===== src/rtl/fp_div64_seq_pkg.sv =====
// Shared constants and types for the sequential FP mantissa divider.
package fp_div64_seq_pkg;

    localparam int unsigned DivW     = 64;
    localparam int unsigned DivSteps = 64;
    localparam int unsigned CntW     = $clog2(DivSteps);

    // Exception flag bit positions, shared with the FP exception logic.
    localparam int unsigned FlagDbz = 0;
    localparam int unsigned FlagOvf = 1;
    localparam int unsigned FlagW   = 2;

    typedef enum logic [1:0] {
        StIdle = 2'd0,
        StRun  = 2'd1,
        StDone = 2'd2
    } div_state_e;

endpackage


===== src/rtl/fp_div64_seq_div_step.sv =====
// One combinational restoring-division iteration.
// The partial remainder is always below the divisor, so its 65th bit is zero on entry and exit;
// only the low 64 bits are carried across the port while the subtract runs on 65 bits.
module fp_div64_seq_div_step
    import fp_div64_seq_pkg::*;
(
    input  logic [DivW-1:0] r_i,
    input  logic            bit_i,
    input  logic [DivW-1:0] divisor_i,
    output logic [DivW-1:0] r_o,
    output logic            q_bit_o
);

    logic [DivW:0] shifted;
    logic [DivW:0] trial;

    // Trial subtract; a set sign bit means the divisor did not fit.
    always_comb begin
        shifted = {r_i, bit_i};
        trial   = shifted - {1'b0, divisor_i};
        q_bit_o = ~trial[DivW];
        r_o     = q_bit_o ? trial[DivW-1:0] : shifted[DivW-1:0];
    end

endmodule


===== src/rtl/fp_div64_seq.sv =====
// Sequential 128/64 unsigned restoring divider, one quotient bit per cycle.
module fp_div64_seq
    import fp_div64_seq_pkg::*;
#(
    parameter int unsigned TagW = 4
) (
    input  logic              clk,
    input  logic              rst_n,
    input  logic              flush_i,
    input  logic              in_valid_i,
    output logic              in_ready_o,
    input  logic [2*DivW-1:0] dividend_i,
    input  logic [DivW-1:0]   divisor_i,
    input  logic [TagW-1:0]   in_tag_i,
    output logic              out_valid_o,
    input  logic              out_ready_i,
    output logic [DivW-1:0]   quotient_o,
    output logic [DivW-1:0]   remainder_o,
    output logic [TagW-1:0]   out_tag_o,
    output logic              dbz_o,
    output logic              ovf_o
);

    div_state_e          state_q, state_d;
    logic [CntW-1:0]     count_q, count_d;
    logic [DivW-1:0]     r_q, r_d;
    logic [DivW-1:0]     q_q, q_d;
    logic [DivW-1:0]     div_q, div_d;
    logic [TagW-1:0]     tag_q, tag_d;
    logic [FlagW-1:0]    flags_q, flags_d;

    logic [DivW-1:0]     step_r;
    logic                step_q;

    fp_div64_seq_div_step u_div_step (
        .r_i       (r_q),
        .bit_i     (q_q[DivW-1]),
        .divisor_i (div_q),
        .r_o       (step_r),
        .q_bit_o   (step_q)
    );

    // Next-state logic; flush overrides every other transition and blocks accepts.
    always_comb begin
        state_d = state_q;
        count_d = count_q;
        r_d     = r_q;
        q_d     = q_q;
        div_d   = div_q;
        tag_d   = tag_q;
        flags_d = flags_q;

        if (flush_i) begin
            state_d = StIdle;
        end else begin
            unique case (state_q)
                StIdle: begin
                    if (in_valid_i) begin
                        tag_d   = in_tag_i;
                        div_d   = divisor_i;
                        flags_d = '0;
                        if (divisor_i == '0) begin
                            q_d              = '1;
                            r_d              = dividend_i[DivW-1:0];
                            flags_d[FlagDbz] = 1'b1;
                            state_d          = StDone;
                        end else if (dividend_i[2*DivW-1:DivW] >= divisor_i) begin
                            // Quotient would not fit in 64 bits.
                            q_d              = '1;
                            r_d              = dividend_i[DivW-1:0];
                            flags_d[FlagOvf] = 1'b1;
                            state_d          = StDone;
                        end else begin
                            r_d     = dividend_i[2*DivW-1:DivW];
                            q_d     = dividend_i[DivW-1:0];
                            count_d = '0;
                            state_d = StRun;
                        end
                    end
                end
                StRun: begin
                    r_d     = step_r;
                    q_d     = {q_q[DivW-2:0], step_q};
                    count_d = count_q + 1'b1;
                    if (count_q == CntW'(DivSteps - 1)) begin
                        state_d = StDone;
                    end
                end
                StDone: begin
                    if (out_ready_i) begin
                        state_d = StIdle;
                    end
                end
                default: state_d = StIdle;
            endcase
        end
    end

    // State and datapath registers.
    always_ff @(posedge clk or negedge rst_n) begin
        if (!rst_n) begin
            state_q <= StIdle;
            count_q <= '0;
            r_q     <= '0;
            q_q     <= '0;
            div_q   <= '0;
            tag_q   <= '0;
            flags_q <= '0;
        end else begin
            state_q <= state_d;
            count_q <= count_d;
            r_q     <= r_d;
            q_q     <= q_d;
            div_q   <= div_d;
            tag_q   <= tag_d;
            flags_q <= flags_d;
        end
    end

    // Handshake and result outputs, all driven from registers.
    always_comb begin
        in_ready_o  = (state_q == StIdle);
        out_valid_o = (state_q == StDone);
        quotient_o  = q_q;
        remainder_o = r_q;
        out_tag_o   = tag_q;
        dbz_o       = flags_q[FlagDbz];
        ovf_o       = flags_q[FlagOvf];
    end

endmodule


===== config.mk =====
export PLATFORM = sky130hd
export DESIGN_NAME = fp_div64_seq
export DESIGN_NICKNAME = d
export VERILOG_FILES = /design/src/rtl/fp_div64_seq_pkg.sv /design/src/rtl/fp_div64_seq_div_step.sv /design/src/rtl/fp_div64_seq.sv
export SDC_FILE = /design/constraint.sdc
export NUM_CORES = 1
export LEC_CHECK = 0
export CAP_MARGIN = 10
export CORE_MARGIN = 3
export CORE_UTILIZATION = 30
export CTS_BUF_LIST = sky130_fd_sc_hd__clkbuf_4 sky130_fd_sc_hd__clkbuf_8 sky130_fd_sc_hd__clkbuf_16
export CTS_CLUSTER_SIZE = 28
export DETAILED_ROUTE_END_ITERATION = 12
export MAX_ROUTING_LAYER = met4
export SLEW_MARGIN = 10
export SYNTH_ARGS = -nofsm -noshare
export SYNTH_HDL_FRONTEND = slang
export SYNTH_SLANG_ARGS = --single-unit

===== constraint.sdc =====
create_clock -name clk -period 7.3 [get_ports clk]
set_input_delay 1.46 -clock clk [delete_from_list [all_inputs] [get_ports clk]]
set_output_delay 1.46 -clock clk [all_outputs]
set_load 0.01 [all_outputs]

Yosys cells after proc, flatten, opt, wreduce, memory -nomap -nowiden:

Cells that the tools add are included.

* register bits: 206
* bits of input ports: 201
* output and inout bits: 136
* word-level logic and storage cells: 51

* $add $sub $neg: 2
* $lt $le $gt $ge: 1
* equality and inequality tests: 9
* muxes and demuxes: 23
* bitwise operators: 2
* reduce and logical (&&, ||, !) cells: 7

Operators with widths (number)
* 2-to-1 mux 64 bit: 7
* one-hot mux 64 bit (2 select lines): 2
* subtractor 65 x 64 -> 65 bit: 1
* greater-or-equal comparator 64 bit: 1
* zero test 64 bit: 1
* 2-to-1 mux 6 bit: 3
* 2-to-1 mux 2 bit: 6
* one-hot mux 6 bit (2 select lines): 1
* AND reduction 3 bit: 3
* adder 6 x 1 -> 6 bit, second input constant: 1
* equality test 6 bit, second input constant: 1
* inequality test 2 bit, second input constant: 3
* inequality test 3 bit, second input constant: 2
* one-hot mux 2 bit (3 select lines): 1
* AND reduction 5 bit: 1
* 2-to-1 mux 1 bit: 3
* inequality test 3 x 2 -> 1 bit, second input constant: 1
* equality test 2 x 1 -> 1 bit, second input constant: 1
* equality test 2 bit, second input constant: 1
* zero test 2 bit: 1
* NOT 1 bit: 2
* nonzero test 2 bit: 1

Depth between registers and ports, before layout:

Gate-level depths: netlist of run 1.

* depth in word-level cells: 6
* depth in mapped cells: 15
* mapped depth without buffers: 13

Modules after synthesis:

A second synthesis of run 1 with hierarchy kept.

* cell total of the unflattened synthesis: 2024
* area total of the unflattened synthesis: 16123.0 um^2

Modules (own cells, without submodules)
* fp_div64_seq: times used 1, cells an instance 1238, area each 11279.6 um^2, sequential area each 5154.9 um^2
* fp_div64_seq_div_step: times used 1, cells an instance 786, area each 4843.4 um^2, sequential area each 0.0 um^2

Least setup slack after synthesis of run 1:

OpenSTA, ideal clock, no wires.

* path kind: in2reg
* from: in divisor_i[53]
* to: reg r_q[47] (netlist: remainder_o[47])
* setup time: 0.133 ns
* arrival time: 4.142 ns
* required time: 7.167 ns
* path slack: 3.025 ns
* stages on the path: 14
* buffers on the path: 2
* path through: inv_1 > ha_1 > a21o_1 > a21o_1 > a221o_1 > a21oi_1 > o21ai_0 > or3_1 > or3b_1 > buf_6 > buf_6 > mux2_4 > a22oi_2 > o211ai_1

* cells in the longest elaborated chain, start to end: 5
* elaborated cells on any way between the ends: 6
* classes of those cells: 1 x order compare; 4 x mux; 1 x reduce/logical

Ends and longest elaborated chain
* start: declaration: RTL line fp_div64_seq.sv:13 `input logic [DivW-1:0] divisor_i,`
* greater-or-equal comparator 64 bit: RTL line fp_div64_seq.sv:67 `end else if (dividend_i[2*DivW-1:DivW] >= divisor_i) begin`
* 2-to-1 mux 64 bit: RTL line fp_div64_seq.sv:67
* 2-to-1 mux 64 bit *: RTL line fp_div64_seq.sv:62 `if (divisor_i == '0) begin`
* 2-to-1 mux 64 bit *: RTL line fp_div64_seq.sv:58 `if (in_valid_i) begin`
* one-hot mux 64 bit (2 select lines) *: RTL line fp_div64_seq.sv:56 `unique case (state_q)`
* end signal: assignment: RTL line fp_div64_seq.sv:112 `r_q <= r_d;`
* end: declaration: RTL line fp_div64_seq.sv:26 `logic [DivW-1:0] r_q, r_d;`

Mark *: on every way between the ends. The rest lies on a longest branch, timed or not. The select of a mux whose other input is x is not followed.
A chain may end at the register's enable or synchronous reset.

Final worst setup path of run 1:

* from: in divisor_i[47]
* to: reg r_q[46] (netlist: remainder_o[46])

The elaborated chain is that of the path after synthesis.

==> results.txt, run 1 <==
largest family of logic cells by synthesized area: compound AO/OA/AOI/OAI gates
post-DP HPWL: 48.9 mm
slowest cell delay on critical path: 0.89 ns
Layout area overhead: 30.4%
DRT Pass-1 Iters: 6
CTS root buf: clkbuf_16
Setup CP Type: input pin to register
# IOs: 337
Filler cells: 5183
Synth Instances: 1982
setup bufs post-CTS: 0
ranking of synthesized cells by area: dfrtp_1 33%, ha_1 10%, nand2_1 6.6%
worst path arrival time: 6.30 ns
synthesized net count: 2313
Residual DRC: 0
simple-gate area share of the yosys netlist: 18.7%
power per cell area: 415 mW/mm^2
worst skew pair latency: 0.55 ns
vias per cell: 5.51
Pwr Total: 8540 uW
XOR/XNOR Fraction of Synth Area: 3.16%
post-synthesis compound-gate area fraction: 23.6%
final hold vios: 0
Worst Skew: 0.0142 ns
Vias: 16233
register area share after synthesis: 32.6%
initial core utilization: 30.5%
Non-Filler Cell Area, Final: 0.0206 mm^2
fin crit share: 80.6%
register share of total power: 22.1%
number of DRC markers after the initial detailed-route iteration: 1226
initial antenna violation count: 2
Comb power frac: 62.5%
# hold bufs at CTS: 0
Distinct cells, synth: 76
Fmax: 170 MHz
Post-CTS Resized: 0
Port-buffer cells: 336
VDD IR max: 0.389 mV
switch share: 47.9%
Die ar.: 0.0554 mm^2
final setup fails: 0
Yosys warnings: 0
Worst slew margin: 25.4%
Clock H-tree levels: 1
Synth top area share: 32.6%
commonest non-fill, non-tap cells in the layout: 335 x clkdlybuf4s50_1, 277 x nand2_1, 206 x dfrtp_1, 178 x nor2_1, 163 x a21oi_1
Worst setup EP type: register
Mean Syn Cell Area: 7.97 um^2
Die Width: 235 um
pre-CTS setup slack: 0.884 ns
CTS max path bufs: 3
Hold Crit Class: register to register
FF+latch count, synth: 206
vias in the first global route: 15681
largest net degree at the start of global routing: 113
GRT Resource Usage Total: 22.8%
die extent in y: 235 um
crit path cell chain: clkdlybuf4s50_1 -> inv_1 -> ha_1 -> nand4_1 -> nor3_1 -> nand2_1 -> a2111oi_1 -> or3_1 -> or3b_4 -> buf_4 -> mux2_2 -> o21ai_0 -> o211ai_1
crit path max fanout: 49
setup TNS: 0 ns
Worst R2R Path Depth: 10
status: complete, no violations
Hold Path Depth: 2
leak pwr: 0.00883 uW
post-synthesis mux area share: 4.76%
actual slew at the worst max-slew pin: 1.12 ns
global route total overflow: 0
Clock Sinks: 206
nets@finish: 2578
Primary FF master, synth: dfrtp_1
core footprint: 0.0517 mm^2
internal power: 4450 uW
Post-synth EDFFs: 0
Min Clock Period, post-route: 5.88 ns
cell taking the most area after synthesis: dfrtp_1
Worst setup SP type: input pin
max-slew violation count: 0
Clock Power Share: 15.4%
FF/Latch Area: 0.00515 mm^2
RSZ-0062 raised after global routing: false
area of the multi-input gates: 0.00965 mm^2
Max stage delay cell, worst path: a2111oi_1
Req. time, crit path: 7.72 ns
Final Wtd Congestion: 0.902
final worst slack: 1.42 ns
Routed Antenna Nets: 0
wire length per cell: 21.8 um
number of cell rows: 83
post-placement cell area: 0.0197 mm^2
first-pass GRT wire length: 97.5 mm
net load switching power: 4090 uW
CTS Buf Count: 27
MaxCap Viol Count: 0
WL final: 64.2 mm
CTS tree: done
Adder-Cell Fraction of Synth Area: 10.3%
Async SR Flop Fraction: 100%
Cell Area, Synth: 0.0158 mm^2
layout cell share with drive strength beyond 1: 4.99%
clk slew on worst S/H paths: 0.06 ns
commonest non-fill, non-tap cell in the layout: clkdlybuf4s50_1
Layout Utilization: 39.8%
## state kept, by name, summed over array words and instances, names as in the netlist
name and cells:
div_q 64, state_q 2, out_tag_o 4, remainder_o 64
flags_q 2, quotient_o 64, count_q 6
## per-layer routing
layer	vias up	track usage, %	share of wire, %
met5	-	-	0
met4	0	4.68	2.0
met3	88	2.79	6.1
met2	636	35.5	46
met1	7889	31.9	46
li1	7620	-	-
## kinds of logic (layout without fill, tap and decap cells)
logic type | Yosys count | count (layout)
AOI/OAI and AO/OA | 580 | 580
buffers and inverters | 265 | 546
DFF | 206 | 206
other | 0 | 2
xor gates and xnor gates | 57 | 57
muxes | 72 | 72
adders and majority gates | 130 | 130
and+or+nand+nor | 672 | 672
## power by group through the flow
stage                     clock [uW]  combinational, uW  sequential (uW)
after detailed placement           0               5280             1900
final                           1320               5340             1880
after global placement             0               5240             1890
after global routing            1390               5890             1930
after CTS                       1340               5320             1880
after floorplan                    0               3380             1890
## critical path: cells and delay by family
family / cells / cell delay (ns)
buffers and inverters: 3 / 1.20
adder cells (fa/ha/maj): 1 / 0.30
AND/OR/NAND/NOR: 5 / 1.75
AO/OA/AOI/OAI: 3 / 1.17
multiplexers: 1 / 0.38
## Yosys cell counts, types with 18 or more instances
| cell type | n |
|---|---|
| o22ai_1 | 21 |
| a21oi_1 | 163 |
| nand4_1 | 32 |
| buf_2 | 19 |
| nand2_1 | 278 |
| xor2_1 | 29 |
| o211ai_1 | 18 |
| nor2_1 | 180 |
| mux2_2 | 21 |
| inv_1 | 147 |
| o31ai_1 | 67 |
| a21o_1 | 23 |
| a211oi_1 | 19 |
| nand3_1 | 23 |
| xnor2_1 | 28 |
| clkbuf_1 | 79 |
| nor3_1 | 84 |
| dfrtp_1 | 206 |
| nor4_1 | 26 |
| ha_1 | 129 |
| mux2i_1 | 50 |
| o21ai_0 | 140 |
| o221ai_1 | 30 |
## layout make-up
type | count | share of cell area, %
clock buffer | 37 | 3.83
sequential | 206 | 25.0
multi-input combinational | 1511 | 46.9
inverter | 147 | 2.68
timing repair buffer | 354 | 17.1
tap | 680 | 4.13
clock inverter | 8 | 0.346
antenna | 2 | 0.0243
## worst paths after layout
check	start	end	slack [ns]
max	divisor_i[47]	remainder_o[46]	1.42
min	out_tag_o[0]	out_tag_o[0]	0.48
max reg2reg	remainder_o[53]	remainder_o[23]	2.90
min reg2reg	out_tag_o[0]	out_tag_o[0]	0.48
max in group asynchronous	rst_n	div_q[49]	5.18
min in group asynchronous	rst_n	quotient_o[22]	0.95
## stage by stage
stage,std cells,hold slack [ns]
global route,2945,0.509
CTS,2943,0.484
finish,2945,0.481
floorplan,1982,0.452
global placement,2897,0.456
detailed placement,2898,0.470
Note: power is estimated with default switching activity, not from simulation.
==> inputs of run 2 (changes only) <==
clock period = 5.9 ns   (was 7.3 ns; I/O delays follow)
==> run 2 against run 1 <==
Effect of this change: via count is 0.34% lower; sequential cell count unchanged; setup slack worse by 0.76 ns; non-clock buffer count grew 4; power rose by 24%; critical path depth is the same; clock-buffer cell count fell by 1; design area is 0.53% higher; hold slack worse by 0.0067 ns; clock power increased by 22%; register-to-register slack worse by 1.3 ns.
==> results.txt, run 2 (synthesis results as in run 1) <==
CTS max path bufs: 3
fin crit share: 88.9%
VDD IR max: 0.415 mV
Filler cells: 5255
Post-CTS Resized: 0
Max stage delay cell, worst path: a2111oi_1
Vias: 16177
CP top delay family: simple AND/OR/NAND/NOR gates
leak pwr: 0.00888 uW
crit path max fanout: 48
WL final: 63.8 mm
setup TNS: 0 ns
WP buf/inv: 3
power per cell area: 511 mW/mm^2
Clock Sinks: 206
Worst Hold End: out_tag_o[2]
largest net degree at the start of global routing: 141
nets@finish: 2582
CTS Buf Count: 27
final hold vios: 0
Die ar.: 0.0554 mm^2
Req. time, crit path: 6.34 ns
Non-Filler Cell Area, Final: 0.0207 mm^2
net load switching power: 5080 uW
Worst setup EP type: register
flop2flop setup slack: 1.58 ns
# hold bufs at CTS: 0
Worst Hold Launch: out_tag_o[2]
switch share: 48.1%
register share of total power: 22.1%
vias in the first global route: 15906
Hold Crit Class: register to register
Worst setup SP type: input pin
Pwr Total: 10600 uW
GRT Resource Usage Total: 22.8%
Post-Place Cells: 2902
number of cell rows: 83
Residual DRC: 0
Setup CP Type: input pin to register
worst path arrival time: 5.69 ns
CTS root buf: clkbuf_16
commonest non-fill, non-tap cell in the layout: clkdlybuf4s50_1
clk slew on worst S/H paths: 0.06 ns
Worst Skew: 0.0150 ns
Hold Path Depth: 2
Routed Antenna Nets: 0
Die Width: 235 um
commonest non-fill, non-tap cells in the layout: 335 x clkdlybuf4s50_1, 277 x nand2_1, 206 x dfrtp_1, 178 x nor2_1, 163 x a21oi_1
DRT Pass-1 Iters: 5
post-DP HPWL: 48.9 mm
final setup fails: 0
internal power: 5490 uW
Critical R2R Launch: remainder_o[53]
reg2reg end: remainder_o[62]
Fmax: 191 MHz
Port-buffer cells: 336
vias per cell: 5.47
Worst slew margin: 23.4%
worst skew pair latency: 0.56 ns
layout cell share with drive strength beyond 1: 5.37%
Layout area overhead: 31.1%
core footprint: 0.0517 mm^2
wire length per cell: 21.6 um
RSZ-0062 raised after global routing: false
Final Wtd Congestion: 0.914
crit path cell chain: clkdlybuf4s50_1 -> inv_1 -> ha_1 -> nand4_1 -> nor3_1 -> nand2_1 -> a2111oi_1 -> or3_1 -> or3b_4 -> buf_12 -> mux2i_1 -> o21ai_1 -> a221o_1
number of DRC markers after the initial detailed-route iteration: 1208
status: complete, no violations
# IOs: 337
max-slew violation count: 0
Clock H-tree levels: 1
first-pass GRT wire length: 97.8 mm
CTS tree: done
initial core utilization: 30.5%
initial antenna violation count: 4
MaxCap Viol Count: 0
Comb power frac: 62.7%
setup bufs post-CTS: 0
global route total overflow: 0
Clock Power Share: 15.2%
Min Clock Period, post-route: 5.25 ns
final cell count without fillers: 2955
actual slew at the worst max-slew pin: 1.15 ns
die extent in y: 235 um
post-placement cell area: 0.0198 mm^2
Worst R2R Path Depth: 10
slowest cell delay on critical path: 1.00 ns
-- run 2: cell count changes in the layout (fill, tap and decap cells not counted) --
cell        previous run  this run
clkinv_4               1         2
inv_6                  0         1
nor4_1                26        25
clkbuf_4               4         2
clkinv_2               5        10
nor4_2                 0         1
bufinv_16              1         0
buf_2                  1         0
clkinvlp_4             1         0
buf_12                 2         7
diode_2                2         4
clkbuf_8               7         8
-- run 2: power groups by stage --
stage	clock, uW	combinational (uW)	sequential, uW
after floorplan	0	4180	2340
after global placement	0	6510	2350
after detailed placement	0	6560	2360
after CTS	1650	6600	2340
after global routing	1700	7290	2400
final	1610	6630	2340
-- run 2: worst max path at each step --
stage	startpoint	end	slack, ns	cells after the start
finish	divisor_i[47]	remainder_o[60]	0.65	13
floorplan	divisor_i[53]	remainder_o[47]	1.91	14
CTS	divisor_i[62]	remainder_o[16]	0.49	13
global route	divisor_i[62]	remainder_o[16]	0.32	13
global placement	divisor_i[62]	remainder_o[7]	-0.47	13
detailed placement	divisor_i[62]	remainder_o[16]	-0.11	13
-- run 2: final cells by class --
type	count	area, um^2	area share, %
Antenna cell	4	10.0	0.0483
Clock buffer	36	787	3.80
Clock inverter	13	76.3	0.369
Inverter	147	552	2.66
Multi-Input combinational cell	1511	9660	46.6
Sequential cell	206	5150	24.9
Tap cell	680	851	4.11
Timing Repair Buffer	358	3620	17.5
-- run 2: per-layer routing --
layer	part of all wire, %	wire length (um)	GRT usage, %
met4	2.9	1820	6.23
met1	46	29600	31.1
met2	45	28500	35.0
met3	6.1	3910	3.82
met5	0	0	-
-- run 2: metrics by stage --
| step | hold slack, ns | utilization, % | setup WS [ns] |
|---|---|---|---|
| after floorplan | 0.452 | - | 1.91 |
| after global placement | 0.456 | 38.3 | -0.474 |
| after detailed placement | 0.461 | 38.4 | -0.112 |
| after CTS | 0.476 | 40.0 | 0.495 |
| after global routing | 0.512 | 40.0 | 0.321 |
| final | 0.474 | 40.0 | 0.655 |
-- run 2: tightest hold or removal path: stages, from the launching register on --
cell and delay, ns:
dfrtp_1 0.34, nand2_1 0.05, nand2_1 0.06
